File: src/rtl/pipeline_stall_ctrl_pkg.sv
// -----------------------------------------------------------------------------
// pipeline_stall_ctrl_pkg
//   Shared definitions for the pipeline stall controller:
//   - stall bus width and per-stage bit positions (PC .. WB)
//   - the four legal stall patterns (contiguous runs of ones from bit 0)
//   - divide sequencer state encoding
// -----------------------------------------------------------------------------
package pipeline_stall_ctrl_pkg;

  localparam int unsigned STALL_W = 6;

  typedef logic [STALL_W-1:0] stall_bus_t;

  // Bit positions within the stall bus.
  localparam int unsigned STALL_PC  = 0;
  localparam int unsigned STALL_IF  = 1;
  localparam int unsigned STALL_ID  = 2;
  localparam int unsigned STALL_EX  = 3;
  localparam int unsigned STALL_MEM = 4;
  localparam int unsigned STALL_WB  = 5;

  // Stalling a stage also stalls every stage below it, so each pattern is
  // "all ones from PC up to and including the requesting stage".
  function automatic stall_bus_t stall_upto(input int unsigned top_stage);
    stall_bus_t v;
    v = '0;
    for (int unsigned i = 0; i < STALL_W; i++) begin
      if (i <= top_stage) v[i] = 1'b1;
    end
    return v;
  endfunction

  localparam stall_bus_t STALL_NONE     = '0;
  localparam stall_bus_t STALL_LOAD_USE = stall_upto(STALL_ID);   // 6'b000111
  localparam stall_bus_t STALL_DIV      = stall_upto(STALL_EX);   // 6'b001111
  localparam stall_bus_t STALL_MEM_WAIT = stall_upto(STALL_MEM);  // 6'b011111

  typedef enum logic [1:0] {
    DIV_IDLE = 2'd0,
    DIV_BUSY = 2'd1,
    DIV_DONE = 2'd2
  } div_state_e;

endpackage

File: src/rtl/pipeline_stall_ctrl_div_sequencer.sv
// -----------------------------------------------------------------------------
// div_sequencer
//   Sequences the iterative HI/LO divide in EX.
//   IDLE -> BUSY on div_start (counter loaded with DIV_CYCLES-1),
//   BUSY counts down to 0 and moves to DONE, DONE waits for MEM to stop
//   stalling before returning to IDLE.
//
// Ports
//   clk        in   pipeline clock
//   rst        in   asynchronous active-low reset
//   div_start  in   EX holds a DIV/DIVU (only looked at in IDLE)
//   mem_stall  in   MEM stage is stalled this cycle (stall bit 4)
//   div_busy   out  divide iterating
//   div_done   out  result valid, EX latches HI/LO
//   div_hold   out  divide needs EX (and below) stalled this cycle
// -----------------------------------------------------------------------------
module div_sequencer
  import pipeline_stall_ctrl_pkg::*;
#(
  parameter int unsigned DIV_CYCLES = 32
) (
  input  logic clk,
  input  logic rst,
  input  logic div_start,
  input  logic mem_stall,
  output logic div_busy,
  output logic div_done,
  output logic div_hold
);

  localparam int unsigned CNT_W = (DIV_CYCLES > 1) ? $clog2(DIV_CYCLES) : 1;
  localparam logic [CNT_W-1:0] CNT_LOAD = CNT_W'(DIV_CYCLES - 1);

  div_state_e       state_q, state_d;
  logic [CNT_W-1:0] cnt_q, cnt_d;

  // NOTE: sequential state uses non-blocking assignments so every register
  // samples the pre-edge value of every other register.
  always_ff @(posedge clk or negedge rst) begin
    if (!rst) begin
      state_q <= DIV_IDLE;
      cnt_q   <= '0;
    end else begin
      state_q <= state_d;
      cnt_q   <= cnt_d;
    end
  end

  // NOTE: every always_comb output gets its default first, so no path can
  // leave a signal unassigned and infer a latch.
  always_comb begin
    state_d = state_q;
    cnt_d   = cnt_q;
    unique case (state_q)
      DIV_IDLE: begin
        if (div_start) begin
          state_d = DIV_BUSY;
          cnt_d   = CNT_LOAD;
        end
      end
      DIV_BUSY: begin
        // Counts regardless of MEM stalls; only DONE waits for MEM.
        if (cnt_q == '0) state_d = DIV_DONE;
        else             cnt_d   = cnt_q - 1'b1;
      end
      DIV_DONE: begin
        if (!mem_stall) state_d = DIV_IDLE;
      end
      default: state_d = DIV_IDLE;
    endcase
  end

  assign div_busy = (state_q == DIV_BUSY);
  assign div_done = (state_q == DIV_DONE);

  // The start cycle stalls combinationally so the DIV does not leave EX
  // before the sequencer has registered it.
  assign div_hold = ((state_q == DIV_IDLE) && div_start)
                  || div_busy
                  || (div_done && mem_stall);

endmodule

File: src/rtl/pipeline_stall_ctrl.sv
// -----------------------------------------------------------------------------
// pipeline_stall_ctrl
//   Central stall controller for the five-stage pipeline. Merges the MEM
//   wait, the divide sequencer and the ID load-use request into a single
//   priority-ordered stall vector, flags MEM wait timeouts and counts stalled
//   cycles.
//
// Ports
//   clk           in   pipeline clock, rising edge
//   rst           in   asynchronous active-low reset
//   stall_req_id  in   load-use hazard detected in ID
//   div_start     in   EX holds a DIV/DIVU
//   mem_req       in   MEM stage has an outstanding load/store
//   mem_ready     in   data memory completes this cycle
//   stall         out  per-stage stall: 0=PC 1=IF 2=ID 3=EX 4=MEM 5=WB
//   div_busy      out  divide in progress
//   div_done      out  divide result valid this cycle
//   mem_timeout   out  sticky MEM wait timeout flag
//   stall_count   out  cycles with stall[PC] high, wrapping
// -----------------------------------------------------------------------------
module pipeline_stall_ctrl
  import pipeline_stall_ctrl_pkg::*;
#(
  parameter int unsigned DIV_CYCLES  = 32,
  parameter int unsigned MEM_TIMEOUT = 255,
  parameter int unsigned CNT_WIDTH   = 32
) (
  input  logic                 clk,
  input  logic                 rst,
  input  logic                 stall_req_id,
  input  logic                 div_start,
  input  logic                 mem_req,
  input  logic                 mem_ready,
  output logic [STALL_W-1:0]   stall,
  output logic                 div_busy,
  output logic                 div_done,
  output logic                 mem_timeout,
  output logic [CNT_WIDTH-1:0] stall_count
);

  localparam int unsigned WAIT_W = $clog2(MEM_TIMEOUT + 1);
  localparam logic [WAIT_W-1:0] WAIT_MAX  = WAIT_W'(MEM_TIMEOUT);
  localparam logic [WAIT_W-1:0] WAIT_LAST = WAIT_W'(MEM_TIMEOUT - 1);

  logic              mem_wait;
  logic              mem_stall;
  logic              div_hold;
  logic [WAIT_W-1:0] wait_cnt_q;

  assign mem_wait = mem_req && !mem_ready;

  // Equivalent to stall[STALL_MEM]; taken from the source rather than the
  // merged vector so the sequencer does not loop back through the merge.
  assign mem_stall = rst && mem_wait;

  div_sequencer #(
    .DIV_CYCLES (DIV_CYCLES)
  ) u_div_sequencer (
    .clk       (clk),
    .rst       (rst),
    .div_start (div_start),
    .mem_stall (mem_stall),
    .div_busy  (div_busy),
    .div_done  (div_done),
    .div_hold  (div_hold)
  );

  // Highest-priority source wins; reset forces no stall.
  always_comb begin
    stall = STALL_NONE;
    if (!rst)              stall = STALL_NONE;
    else if (mem_wait)     stall = STALL_MEM_WAIT;
    else if (div_hold)     stall = STALL_DIV;
    else if (stall_req_id) stall = STALL_LOAD_USE;
  end

  // Consecutive MEM wait cycles, saturating; the flag sets on the edge that
  // closes the MEM_TIMEOUT-th wait cycle and stays until reset.
  always_ff @(posedge clk or negedge rst) begin
    if (!rst) begin
      wait_cnt_q  <= '0;
      mem_timeout <= 1'b0;
    end else begin
      if (!mem_wait)                 wait_cnt_q <= '0;
      else if (wait_cnt_q != WAIT_MAX) wait_cnt_q <= wait_cnt_q + 1'b1;

      if (mem_wait && (wait_cnt_q == WAIT_LAST)) mem_timeout <= 1'b1;
    end
  end

  always_ff @(posedge clk or negedge rst) begin
    if (!rst)                 stall_count <= '0;
    else if (stall[STALL_PC]) stall_count <= stall_count + 1'b1;
  end

endmodule
File: config.mk
export PLATFORM = sky130hd
export DESIGN_NAME = pipeline_stall_ctrl
export DESIGN_NICKNAME = d
export VERILOG_FILES = /design/src/rtl/pipeline_stall_ctrl_pkg.sv /design/src/rtl/pipeline_stall_ctrl_div_sequencer.sv /design/src/rtl/pipeline_stall_ctrl.sv
export SDC_FILE = /design/constraint.sdc
export NUM_CORES = 1
export LEC_CHECK = 0
export ABC_AREA = 1
export CAP_MARGIN = 5
export CELL_PAD_IN_SITES_DETAIL_PLACEMENT = 1
export CELL_PAD_IN_SITES_GLOBAL_PLACEMENT = 2
export CORE_MARGIN = 2
export CORE_UTILIZATION = 27
export DETAILED_ROUTE_END_ITERATION = 6
export GPL_ROUTABILITY_DRIVEN = 0
export PLACE_DENSITY_LB_ADDON = 0.1
export SLEW_MARGIN = 25
export SYNTH_ARGS = -nofsm -noshare
export SYNTH_HDL_FRONTEND = slang
export SYNTH_SLANG_ARGS = --single-unit
export TNS_END_PERCENT = 20
File: constraint.sdc
create_clock -name clk -period 1.3 [get_ports clk]
set_input_delay 0.325 -clock clk [delete_from_list [all_inputs] [get_ports clk]]
set_output_delay 0.325 -clock clk [all_outputs]
set_load 0.005 [all_outputs]
# After elaboration in Yosys (flattened, before gate mapping)
# Index checks and enable logic that the tools add are counted.
# classes
n_addsub	3
mul	0
n_div	0
order_cmp	0
eq_ne	9
shift	0
mux	13
bitwise_logic	0
n_reduce_logical	13
# op_table
operator	count
$add A32 B1 Y32 const B	1
$mux W8	2
$mux W5	3
$pmux W5 S2	1
$add A8 B1 Y8 const B	1
$eq A8 B8 Y1 const B	1
$ne A2 B2 Y1 const B	4
$ne A8 B8 Y1 const B	1
$mux W2	3
$mux W6	1
$pmux W2 S3	1
$reduce_and A3 Y1	2
$logic_and A1 B1 Y1	5
$logic_not A5 Y1	1
$sub A5 B1 Y5 const B	1
$mux W4	1
$mux W3	1
$eq A2 B1 Y1 const B	1
$eq A2 B2 Y1 const B	1
$logic_not A2 Y1	1
$logic_or A1 B1 Y1	2
$ne A2 B1 Y1 const B	1
$reduce_bool A2 Y1	1
$logic_not A1 Y1	1
# word_totals
regBits	48
latch_bits	0
ramBits	0
mem_bits_ro	0
in_bits	6
out_inout_bits	41
word_cells	43
memories	0

# Longest topological paths before layout
# Gate-level depths: netlist of the first run.
# logic_depth
ltp_word	8
ltp_mapped	9
ltp_nobuf	9

# Modules after synthesis
# A second synthesis of the first run with hierarchy kept.
# hier_totals
cells_unflattened	334
area_unflattened_um2	2676.3
# by_module_without_submodules
mod	instances	cells_per_inst	area_per_inst_um2	seq_area_each_um2
pipeline_stall_ctrl	1	282	2260.9	1026.0
div_sequencer	1	52	415.4	175.2

# Worst setup path before layout of the first run
# No wires, ideal clock.
# synth_timing
path_type	flip-flop to output port
startpoint	reg u_div_sequencer.state_q[0]
endpoint	out stall[1]
arrival_ns	1.079
t_required_ns	0.975
path_slack_ns	-0.104
stages_incl_launch_ff	7
path_buffers	2
path_cell_list	dfrtp_1 -> nand2_1 -> nand3_2 -> nor2_4 -> nor2_2 -> buf_6 -> buf_4
# synth_via
elab_chain_len	7
word_cells_on_any_way	10
cone_classes	eq/ne: 2; mux: 3; reduce/logical: 5
# synth_lines
element	line_no	rtl
from (decl)	pipeline_stall_ctrl_div_sequencer.sv:34	div_state_e state_q, state_d;
from (signal assigned)	pipeline_stall_ctrl_div_sequencer.sv:44	state_q <= state_d;
$logic_not A2 Y1	pipeline_stall_ctrl_div_sequencer.sv:78	assign div_hold = ((state_q == DIV_IDLE) && div_start)
$logic_and A1 B1 Y1	pipeline_stall_ctrl_div_sequencer.sv:78	
$logic_or A1 B1 Y1	pipeline_stall_ctrl_div_sequencer.sv:79	|| div_busy
$logic_or A1 B1 Y1 (*)	pipeline_stall_ctrl_div_sequencer.sv:80	|| (div_done && mem_stall);
$mux W4 (*)	pipeline_stall_ctrl.sv:73	else if (div_hold) stall = STALL_DIV;
$mux W5 (*)	pipeline_stall_ctrl.sv:72	else if (mem_wait) stall = STALL_MEM_WAIT;
$mux W6 (*)	pipeline_stall_ctrl.sv:71	if (!rst) stall = STALL_NONE;
to (decl)	pipeline_stall_ctrl.sv:34	output logic [STALL_W-1:0] stall,
# Mark *: on every way between the ends. The rest lies on a longest branch, timed or not.

# Worst setup path in the final report of the first run
# layout_timing
startpoint	reg u_div_sequencer.state_q[1]
endpoint	out stall[0]
# Same word-level chain as after synthesis.

==> report_table.html, run 1 <==
<table>
<tr><th>Metric</th><th>Value</th></tr>
<tr><th colspan="2">Setup path</th></tr>
<tr><td>Reg-to-reg startpoint</td><td>u_div_sequencer.state_q[0]$_DFFE_PN0P_</td></tr>
<tr><td>Series of cell instances along the critical path</td><td>inv_2 -&gt; nand2_2 -&gt; nand3_4 -&gt; nor2_4 -&gt; nor2_4 -&gt; buf_6 -&gt; buf_6</td></tr>
<tr><td>Arrival time reported for the critical path endpoint</td><td>1390 ps</td></tr>
<tr><td>Setup Crit Path Kind</td><td>reg2out</td></tr>
<tr><td>Register-to-Register Path Depth</td><td>11</td></tr>
<tr><td>R2r setup slk</td><td>-370 ps</td></tr>
<tr><td>Critical path buffer and inverter count</td><td>3</td></tr>
<tr><td>Required time reported for the critical path endpoint</td><td>980 ps</td></tr>
<tr><td>Worst Setup End Kind</td><td>primary output</td></tr>
<tr><td>Slowest CP cell</td><td>sky130_fd_sc_hd__dfrtp_1</td></tr>
<tr><td>Top delay family on crit path</td><td>flip-flops</td></tr>
<tr><td>CP Max Fanout</td><td>3</td></tr>
<tr><td>Delay of the slowest critical-path stage</td><td>around 380 ps</td></tr>
<tr><td>Critical register-to-register path endpoint</td><td>stall_count[20]$_DFFE_PN0P_</td></tr>
<tr><td>Startpoint class of the critical path</td><td>flip-flop</td></tr>
<tr><th colspan="2">Layout</th></tr>
<tr><td>Register cell area after layout</td><td>1200 um2</td></tr>
<tr><td>Number of diodes added for antenna fixing</td><td>0</td></tr>
<tr><td>Area occupied by multi-input gates</td><td>1630 um2</td></tr>
<tr><td>Total Nets Final</td><td>541</td></tr>
<tr><td>Share of post-route cells with drive strength above 1</td><td>0.430</td></tr>
<tr><td>Most used cells in the layout excluding fill and tap cells</td><td>sky130_fd_sc_hd__nand2_1, sky130_fd_sc_hd__buf_4, sky130_fd_sc_hd__dfrtp_1, sky130_fd_sc_hd__buf_6, sky130_fd_sc_hd__inv_1</td></tr>
<tr><td>Synthesis-to-finish area growth</td><td>63.9%</td></tr>
<tr><td>Count of placed standard cells in the final layout, fillers left out</td><td>668</td></tr>
<tr><td>Filler instances</td><td>1,254</td></tr>
<tr><td>Most common library cell in the layout ignoring fill and taps</td><td>sky130_fd_sc_hd__nand2_1</td></tr>
<tr><th colspan="2">Drt</th></tr>
<tr><td>Avg Vias per Cell</td><td>4.39</td></tr>
<tr><td>WL final</td><td>slightly above 9000 um</td></tr>
<tr><td>Routed Antenna Nets</td><td>0</td></tr>
<tr><td>Number of DRC violations after detailed-routing iteration 0</td><td>62</td></tr>
<tr><td>Initial DRT Pass Iterations</td><td>4</td></tr>
<tr><td>Total number of vias</td><td>2,935</td></tr>
<tr><td>Residual DRC count</td><td>0</td></tr>
<tr><td>Avg WL per Cell</td><td>14.0 um</td></tr>
<tr><th colspan="2">Floorplanning</th></tr>
<tr><td>Floorplan die width</td><td>106 um</td></tr>
<tr><td>Initial Util</td><td>0.275</td></tr>
<tr><td>Io pins</td><td>47</td></tr>
<tr><td>Standard-cell rows</td><td>37</td></tr>
<tr><td>Die span in y</td><td>about 110 um</td></tr>
<tr><td>Die footprint</td><td>11,200 um2</td></tr>
<tr><td>Standard cell core area</td><td>about 10,000 um2</td></tr>
<tr><th colspan="2">Power</th></tr>
<tr><td>Total power after layout</td><td>5.90 mW</td></tr>
<tr><td>Total power divided by cell area</td><td>1280 nW/um2</td></tr>
<tr><td>Lkg Pwr</td><td>2.19 nW</td></tr>
<tr><td>Worst IR drop on VDD</td><td>slightly above 0.0009 V</td></tr>
<tr><th colspan="2">Timing</th></tr>
<tr><td>Final hold slack</td><td>106 ps</td></tr>
<tr><td>Final critical path time including I/O delays and setup</td><td>1710 ps</td></tr>
<tr><td>Setup repair after global routing missed its margin</td><td>true</td></tr>
<tr><td>Final hold violations</td><td>0</td></tr>
<tr><td>Endpoints failing setup</td><td>48</td></tr>
<tr><td>Period utilization</td><td>1.32</td></tr>
<tr><td>Post-layout worst setup margin</td><td>-413 ps</td></tr>
<tr><td>Post-route clock skew</td><td>6.95 ps</td></tr>
<tr><td>Fmax</td><td>584 MHz</td></tr>
<tr><td>Setup TNS</td><td>-11,420 ps</td></tr>
<tr><td>Pins over their slew limit</td><td>0</td></tr>
<tr><th colspan="2">Worst hold path</th></tr>
<tr><td>Path class of the lowest-slack min-delay path</td><td>in2async</td></tr>
<tr><th colspan="2">Synth</th></tr>
<tr><td>Netlist area before placement</td><td>2800 um2</td></tr>
<tr><td>Synthesis-stage register bit count</td><td>48</td></tr>
<tr><td>Average cell area after synthesis</td><td>7.48 um2</td></tr>
<tr><td>Proportion of synthesized chip area in sequential cells</td><td>0.428</td></tr>
<tr><td>Net count after synthesis</td><td>roughly 390</td></tr>
<tr><td>Yosys warns</td><td>0</td></tr>
<tr><td>Number of cells produced by synthesis</td><td>between 300 and 400</td></tr>
<tr><td>Library cells used by synthesis</td><td>29</td></tr>
<tr><th colspan="2">Clocking</th></tr>
<tr><td>Number of levels in the clock H-tree</td><td>2</td></tr>
<tr><td>Clock tree from TritonCTS</td><td>built</td></tr>
<tr><td>Cell at the root of the clock tree</td><td>sky130_fd_sc_hd__clkbuf_8</td></tr>
<tr><td>Clock buffer depth</td><td>2</td></tr>
<tr><td>Later-pin clock latency in the skew report</td><td>a little over 300 ps</td></tr>
<tr><td>Clock input transition at the sequential cells of the worst setup and hold paths</td><td>roughly 100 ps</td></tr>
<tr><td>CTS Buf Count</td><td>5</td></tr>
<tr><td>Clock sink count</td><td>48</td></tr>
<tr><th colspan="2">Run status</th></tr>
<tr><td>Status</td><td>finished, violations left</td></tr>
<tr><td>Violated checks</td><td>negative setup slack</td></tr>
<tr><th colspan="2">Global route</th></tr>
<tr><td>GRT overflow</td><td>0</td></tr>
<tr><td>Overall routing resource usage</td><td>0.176</td></tr>
<tr><td>Vias in the first global route</td><td>around 3,100</td></tr>
<tr><td>Wire length of the first global-routing pass</td><td>15,400 um</td></tr>
<tr><td>Initial antenna violation count</td><td>0</td></tr>
<tr><td>Maximum number of pins on one net before global-route repair</td><td>34</td></tr>
<tr><th colspan="2">Placement</th></tr>
<tr><td>Number of buffers inserted by port buffering</td><td>45</td></tr>
<tr><td>Post-placement setup slack</td><td>-829 ps</td></tr>
<tr><td>Post-detail-place hpwl</td><td>6930 um</td></tr>
<tr><td>Number of cells in the design after placement</td><td>634</td></tr>
<tr><th colspan="2">Flow run</th></tr>
<tr><td>Max capacitance violation total</td><td>0</td></tr>
</table>
[tightest hold or removal path, delay by kind of cell]
family	cells	cell delay, ps
buffers and inverters	3	420
[cells by family (layout without fill, tap and decap cells)]
group,Yosys count,after routing,share of synthesized area
simple gates,237,237,0.393
buf+inv,53,210,0.0803
flops,48,48,0.428
compound gates,17,17,0.0321
xor+xnor,15,15,0.0469
fa+ha+maj,4,4,0.0178
other cells,1,1,0.00134
[sequential cells by signal, indices dropped and copies added (netlist names)]
signal and flops:
mem_timeout 1, stall_count 32, u_div_sequencer.cnt_q 5, u_div_sequencer.state_q 2, wait_cnt_q 8
[metrics by stage]
step	instance area, um2	utilization
global route	4600	0.451
finish	4600	0.451
detailed placement	4020	0.395
floorplan	2820	-
global placement	4020	0.395
CTS	4390	0.431
[worst max path at each step]
stage	from	end	cells after the start	slack (ps)
floorplan	u_div_sequencer.state_q[0]$_DFFE_PN0P_	stall[1]	6	-90
global placement	mem_req	stall[0]	6	-810
detailed placement	div_start	stall[0]	6	-830
CTS	u_div_sequencer.state_q[1]$_DFFE_PN0P_	stall[0]	7	-410
global route	u_div_sequencer.state_q[1]$_DFFE_PN0P_	stall[0]	7	-490
finish	u_div_sequencer.state_q[1]$_DFFE_PN0P_	stall[0]	7	-410
[cell usage after synthesis]
cell type / number / area, um2
sky130_fd_sc_hd__nand3_2: 3 / 30.0
sky130_fd_sc_hd__nor3b_2: 1 / 12.5
sky130_fd_sc_hd__nor3_1: 4 / 20.0
sky130_fd_sc_hd__xor2_1: 10 / 87.6
sky130_fd_sc_hd__o21bai_1: 2 / 15.0
sky130_fd_sc_hd__nand3_1: 27 / 135
sky130_fd_sc_hd__buf_6: 2 / 22.5
sky130_fd_sc_hd__nor2_1: 54 / 203
sky130_fd_sc_hd__nand4_1: 10 / 62.6
sky130_fd_sc_hd__inv_2: 2 / 7.51
sky130_fd_sc_hd__or2_2: 1 / 6.26
sky130_fd_sc_hd__nand4_2: 1 / 12.5
sky130_fd_sc_hd__ha_1: 4 / 50.1
sky130_fd_sc_hd__o21ai_0: 11 / 55.1
sky130_fd_sc_hd__xnor2_1: 5 / 43.8
sky130_fd_sc_hd__buf_4: 3 / 22.5
sky130_fd_sc_hd__nand2_2: 3 / 18.8
sky130_fd_sc_hd__o21ai_1: 1 / 5.00
sky130_fd_sc_hd__a21oi_1: 3 / 15.0
sky130_fd_sc_hd__conb_1: 1 / 3.75
sky130_fd_sc_hd__inv_1: 46 / 173
sky130_fd_sc_hd__nor2_4: 6 / 67.6
sky130_fd_sc_hd__dfrtp_1: 48 / 1200
sky130_fd_sc_hd__nand3b_1: 8 / 60.1
sky130_fd_sc_hd__and3_1: 1 / 6.26
sky130_fd_sc_hd__nor4_1: 1 / 6.26
sky130_fd_sc_hd__nand2_1: 110 / 413
sky130_fd_sc_hd__nand2_4: 1 / 11.3
sky130_fd_sc_hd__nor2_2: 6 / 37.5
[per-layer routing]
| metal | GRT usage | share of wire |
|---|---|---|
| met5 | 0 | 0 |
| met4 | 0.0357 | 0.0092 |
| met3 | 0.0356 | 0.029 |
| met2 | 0.290 | 0.47 |
| met1 | 0.239 | 0.49 |
[where the power goes]
| part | total (mW) | internal, mW | leakage (nW) | switching [mW] |
|---|---|---|---|---|
| logic | 2.94 | 1.68 | 1.54 | 1.26 |
| clock network | 0.996 | 0.434 | 0.0445 | 0.562 |
| registers | 1.96 | 1.74 | 0.611 | 0.221 |
[cell type report]
type | count | area share
multi-input cells | 274 | 0.355
well taps | 136 | 0.0370
clock inverters | 1 | 0.00163
inverters | 48 | 0.0414
repair buffers | 154 | 0.284
clock buffers | 7 | 0.0188
flip-flops and latches | 48 | 0.262
[what timing repair did]
action / CTS / global route
buffers inserted: 20 / 9
hold buffers: 0 / 0
setup endpoints to repair: 84 / 86
pin swaps: 12 / 24
gates resized for setup: 182 / 79
gates cloned: 0 / 1
Note: power is estimated with default switching activity, not from simulation.
==> run 2: changes to the inputs <==
--- a/config.mk
+++ b/config.mk
@@ -11,9 +11,11 @@
 export CELL_PAD_IN_SITES_GLOBAL_PLACEMENT = 2
 export CORE_MARGIN = 2
 export CORE_UTILIZATION = 27
+export CTS_BUF_LIST = sky130_fd_sc_hd__clkbuf_16
 export DETAILED_ROUTE_END_ITERATION = 6
 export GPL_ROUTABILITY_DRIVEN = 0
 export PLACE_DENSITY_LB_ADDON = 0.1
+export SETUP_SLACK_MARGIN = 0.3
 export SLEW_MARGIN = 25
 export SYNTH_ARGS = -nofsm -noshare
 export SYNTH_HDL_FRONTEND = slang
==> run 2 against run 1 <==
Compared with the run above:
- the run still ends with negative setup slack left
- register-to-register slack barely moved
- first-iteration DRC count fell by 15%
- non-clock buffer count rose by 14
- highest routed layer unchanged
- core utilization rose by 4.2 points
- final area rose by 9.3%
- clock skew fell by 0.67 ps
- clock power rose by 51%
- worst setup slack improved by 31 ps
==> report_table.html, run 2 (same netlist as run 1, synthesis figures left out) <==
<table>
<tr><th>Metric</th><th>Value</th></tr>
<tr><th colspan="2">Run status</th></tr>
<tr><td>Status</td><td>finished, violations left</td></tr>
<tr><td>Violated checks</td><td>negative setup slack</td></tr>
<tr><th colspan="2">Drt</th></tr>
<tr><td>Routed length on met2</td><td>approximately 5100 um</td></tr>
<tr><td>Initial DRT Pass Iterations</td><td>4</td></tr>
<tr><td>Uppermost layer routed</td><td>met4</td></tr>
<tr><td>Total number of vias</td><td>between 3,000 and 4,000</td></tr>
<tr><td>Wire length on met3</td><td>211 um</td></tr>
<tr><td>Number of DRC violations after detailed-routing iteration 0</td><td>between 50 and 60</td></tr>
<tr><td>Residual DRC count</td><td>0</td></tr>
<tr><td>Routed Antenna Nets</td><td>0</td></tr>
<tr><td>Routed length on met1</td><td>4630 um</td></tr>
<tr><td>Avg WL per Cell</td><td>approximately 15 um</td></tr>
<tr><td>Avg Vias per Cell</td><td>between 4 and 5</td></tr>
<tr><td>WL final</td><td>10,000 um</td></tr>
<tr><th colspan="2">Power</th></tr>
<tr><td>Total power divided by cell area</td><td>between 1000 and 1500 nW/um2</td></tr>
<tr><td>Worst IR drop on VDD</td><td>between 0.0009 and 0.001 V</td></tr>
<tr><td>Lkg Pwr</td><td>2.40 nW</td></tr>
<tr><td>Total power after layout</td><td>around 6.7 mW</td></tr>
<tr><th colspan="2">Floorplanning</th></tr>
<tr><td>Io pins</td><td>47</td></tr>
<tr><td>Floorplan die width</td><td>106 um</td></tr>
<tr><td>Standard cell core area</td><td>10,200 um2</td></tr>
<tr><td>Die footprint</td><td>11,200 um2</td></tr>
<tr><td>Initial Util</td><td>0.275</td></tr>
<tr><td>Die span in y</td><td>106 um</td></tr>
<tr><td>Standard-cell rows</td><td>37</td></tr>
<tr><th colspan="2">Clocking</th></tr>
<tr><td>Clock input transition at the sequential cells of the worst setup and hold paths</td><td>70 ps</td></tr>
<tr><td>Clock sink count</td><td>48</td></tr>
<tr><td>Cell at the root of the clock tree</td><td>sky130_fd_sc_hd__clkbuf_16</td></tr>
<tr><td>CTS Buf Count</td><td>5</td></tr>
<tr><td>Clock buffer depth</td><td>2</td></tr>
<tr><td>Later-pin clock latency in the skew report</td><td>~290 ps</td></tr>
<tr><td>Number of levels in the clock H-tree</td><td>2</td></tr>
<tr><td>Clock tree from TritonCTS</td><td>built</td></tr>
<tr><th colspan="2">Timing</th></tr>
<tr><td>Endpoints failing setup</td><td>52</td></tr>
<tr><td>Final critical path time including I/O delays and setup</td><td>1680 ps</td></tr>
<tr><td>Post-route clock skew</td><td>6.28 ps</td></tr>
<tr><td>Final hold slack</td><td>90.0 ps</td></tr>
<tr><td>Post-layout worst setup margin</td><td>-382 ps</td></tr>
<tr><td>Setup repair after global routing missed its margin</td><td>true</td></tr>
<tr><td>Pins over their slew limit</td><td>0</td></tr>
<tr><td>Final hold violations</td><td>0</td></tr>
<tr><td>Fmax</td><td>595 MHz</td></tr>
<tr><td>Period utilization</td><td>1.29</td></tr>
<tr><th colspan="2">Layout</th></tr>
<tr><td>Register cell area after layout</td><td>1200 um2</td></tr>
<tr><td>Most common library cell in the layout ignoring fill and taps</td><td>sky130_fd_sc_hd__nand2_1</td></tr>
<tr><td>Final non-filler cell area</td><td>~5000 um2</td></tr>
<tr><td>Total Nets Final</td><td>556</td></tr>
<tr><td>Area occupied by multi-input gates</td><td>1840 um2</td></tr>
<tr><td>Post-Route Utilization</td><td>0.493</td></tr>
<tr><td>Share of post-route cells with drive strength above 1</td><td>0.503</td></tr>
<tr><td>Most used cells in the layout excluding fill and tap cells</td><td>sky130_fd_sc_hd__nand2_1, sky130_fd_sc_hd__buf_4, sky130_fd_sc_hd__buf_6, sky130_fd_sc_hd__dfrtp_1, sky130_fd_sc_hd__inv_1</td></tr>
<tr><td>Largest Register</td><td>stall_count</td></tr>
<tr><td>Filler instances</td><td>1,252</td></tr>
<tr><td>Synthesis-to-finish area growth</td><td>79.3%</td></tr>
<tr><td>Number of flip-flops in the largest register</td><td>32</td></tr>
<tr><td>Number of diodes added for antenna fixing</td><td>0</td></tr>
<tr><td>Leading registers by flop count</td><td>stall_count: 32 flops, wait_cnt_q: 8 flops, u_div_sequencer.cnt_q: 5 flops</td></tr>
<tr><th colspan="2">Setup path</th></tr>
<tr><td>Slowest CP cell</td><td>sky130_fd_sc_hd__dfrtp_1</td></tr>
<tr><td>CP Max Fanout</td><td>3</td></tr>
<tr><td>Most common cell type on the critical path</td><td>sky130_fd_sc_hd__nor2_4</td></tr>
<tr><td>Critical path buffer and inverter count</td><td>3</td></tr>
<tr><td>Delay of the slowest critical-path stage</td><td>380 ps</td></tr>
<tr><td>Required time reported for the critical path endpoint</td><td>980 ps</td></tr>
<tr><td>Startpoint class of the critical path</td><td>flip-flop</td></tr>
<tr><td>Top delay family on crit path</td><td>flip-flops</td></tr>
<tr><td>Series of cell instances along the critical path</td><td>inv_2 -&gt; nand2_2 -&gt; nand3_4 -&gt; nor2_4 -&gt; nor2_4 -&gt; buf_6 -&gt; buf_2</td></tr>
<tr><td>Worst Setup End Kind</td><td>primary output</td></tr>
<tr><td>Setup Crit Path Kind</td><td>reg2out</td></tr>
<tr><td>Arrival time reported for the critical path endpoint</td><td>1360 ps</td></tr>
<tr><th colspan="2">Worst hold path</th></tr>
<tr><td>Path class of the lowest-slack min-delay path</td><td>in2async</td></tr>
<tr><th colspan="2">Global route</th></tr>
<tr><td>Overall routing resource usage</td><td>0.170</td></tr>
<tr><td>Wire length of the first global-routing pass</td><td>between 15,000 and 20,000 um</td></tr>
<tr><td>Vias in the first global route</td><td>3,100</td></tr>
<tr><td>Initial antenna violation count</td><td>0</td></tr>
<tr><td>GRT overflow</td><td>0</td></tr>
<tr><td>Maximum number of pins on one net before global-route repair</td><td>27</td></tr>
<tr><th colspan="2">Placement</th></tr>
<tr><td>Post-detail-place hpwl</td><td>7020 um</td></tr>
<tr><td>Total cell area at the placement stage</td><td>4020 um2</td></tr>
<tr><td>Number of buffers inserted by port buffering</td><td>45</td></tr>
<tr><th colspan="2">Flow run</th></tr>
<tr><td>Max capacitance violation total</td><td>0</td></tr>
</table>
==> run 2: cell count changes in the layout (fill, tap and decap cells not counted), sizes merged, moves of 2 or more <==
cell           previous run  this run
dlygate4sd3               0         2
clkdlybuf4s15             3         1
clkbuf                   26         9
clkinv                    0         2
buf                     129       159
==> run 2: through the flow <==
stage | setup TNS (ps) | setup slack, ps | instances
2_1_floorplan | -240 | -86.0 | 375
3_3_place_gp | -22280 | -836 | 631
3_5_place_dp | -23650 | -860 | 631
4_1_cts | -7430 | -363 | 665
5_1_grt | -15230 | -437 | 683
6_report | -11310 | -382 | 683
==> run 2: where the power goes <==
part / internal [mW] / leakage [nW] / switching (mW)
combinational: 1.90 / 1.71 / 1.40
sequential: 1.74 / 0.610 / 0.207
clock: 0.906 / 0.0814 / 0.594
total: 4.54 / 2.40 / 2.20
==> run 2: worst paths after layout <==
check | start | endpoint | slack (ps) | cells after the start
setup / recovery | u_div_sequencer.state_q[1]$_DFFE_PN0P_ | stall[1] | -380 | 7
hold / removal | rst | wait_cnt_q[0]$_DFFE_PN0P_ | 90 | 2
setup reg to reg | u_div_sequencer.state_q[1]$_DFFE_PN0P_ | stall_count[0]$_DFFE_PN0P_ | -360 | 10
hold reg to reg | mem_timeout$_DFFE_PN0P_ | mem_timeout$_DFFE_PN0P_ | 480 | 1
max in group asynchronous | rst | u_div_sequencer.cnt_q[4]$_DFFE_PN0P_ | 570 | 3
min in group clk | mem_timeout$_DFFE_PN0P_ | mem_timeout$_DFFE_PN0P_ | 480 | 1
==> run 2: cell type report <==
type                    count  area share
clock buffers               5      0.0249
clock inverters             3     0.00846
inverters                  48      0.0393
multi-input cells         275       0.365
flip-flops and latches     48       0.240
well taps                 136      0.0339
repair buffers            168       0.288
==> run 2: repair_timing <==
item | 4_1_cts | 5_1_grt
gates cloned | 0 | 2
hold endpoints to repair | 1 | 0
hold buffers | 2 | 0
setup endpoints to repair | 88 | 88
buffers inserted | 24 | 16
pin swaps | 26 | 32
resized for setup | 243 | 103
==> run 2: layer usage <==
metal,vias up,GRT usage
met1,1476,0.230
met5,-,0
met2,29,0.292
met3,6,0.0221
met4,0,0.0338
li1,1522,-
==> run 3: changes to the inputs <==
--- a/config.mk
+++ b/config.mk
@@ -12,6 +12,7 @@
 export CORE_MARGIN = 2
 export CORE_UTILIZATION = 27
 export CTS_BUF_LIST = sky130_fd_sc_hd__clkbuf_16
+export CTS_CLUSTER_DIAMETER = 50
 export DETAILED_ROUTE_END_ITERATION = 6
 export GPL_ROUTABILITY_DRIVEN = 0
 export PLACE_DENSITY_LB_ADDON = 0.1
==> results of run 3 <==
No change in the layout: final DEF, timing and power equal those of run 2.
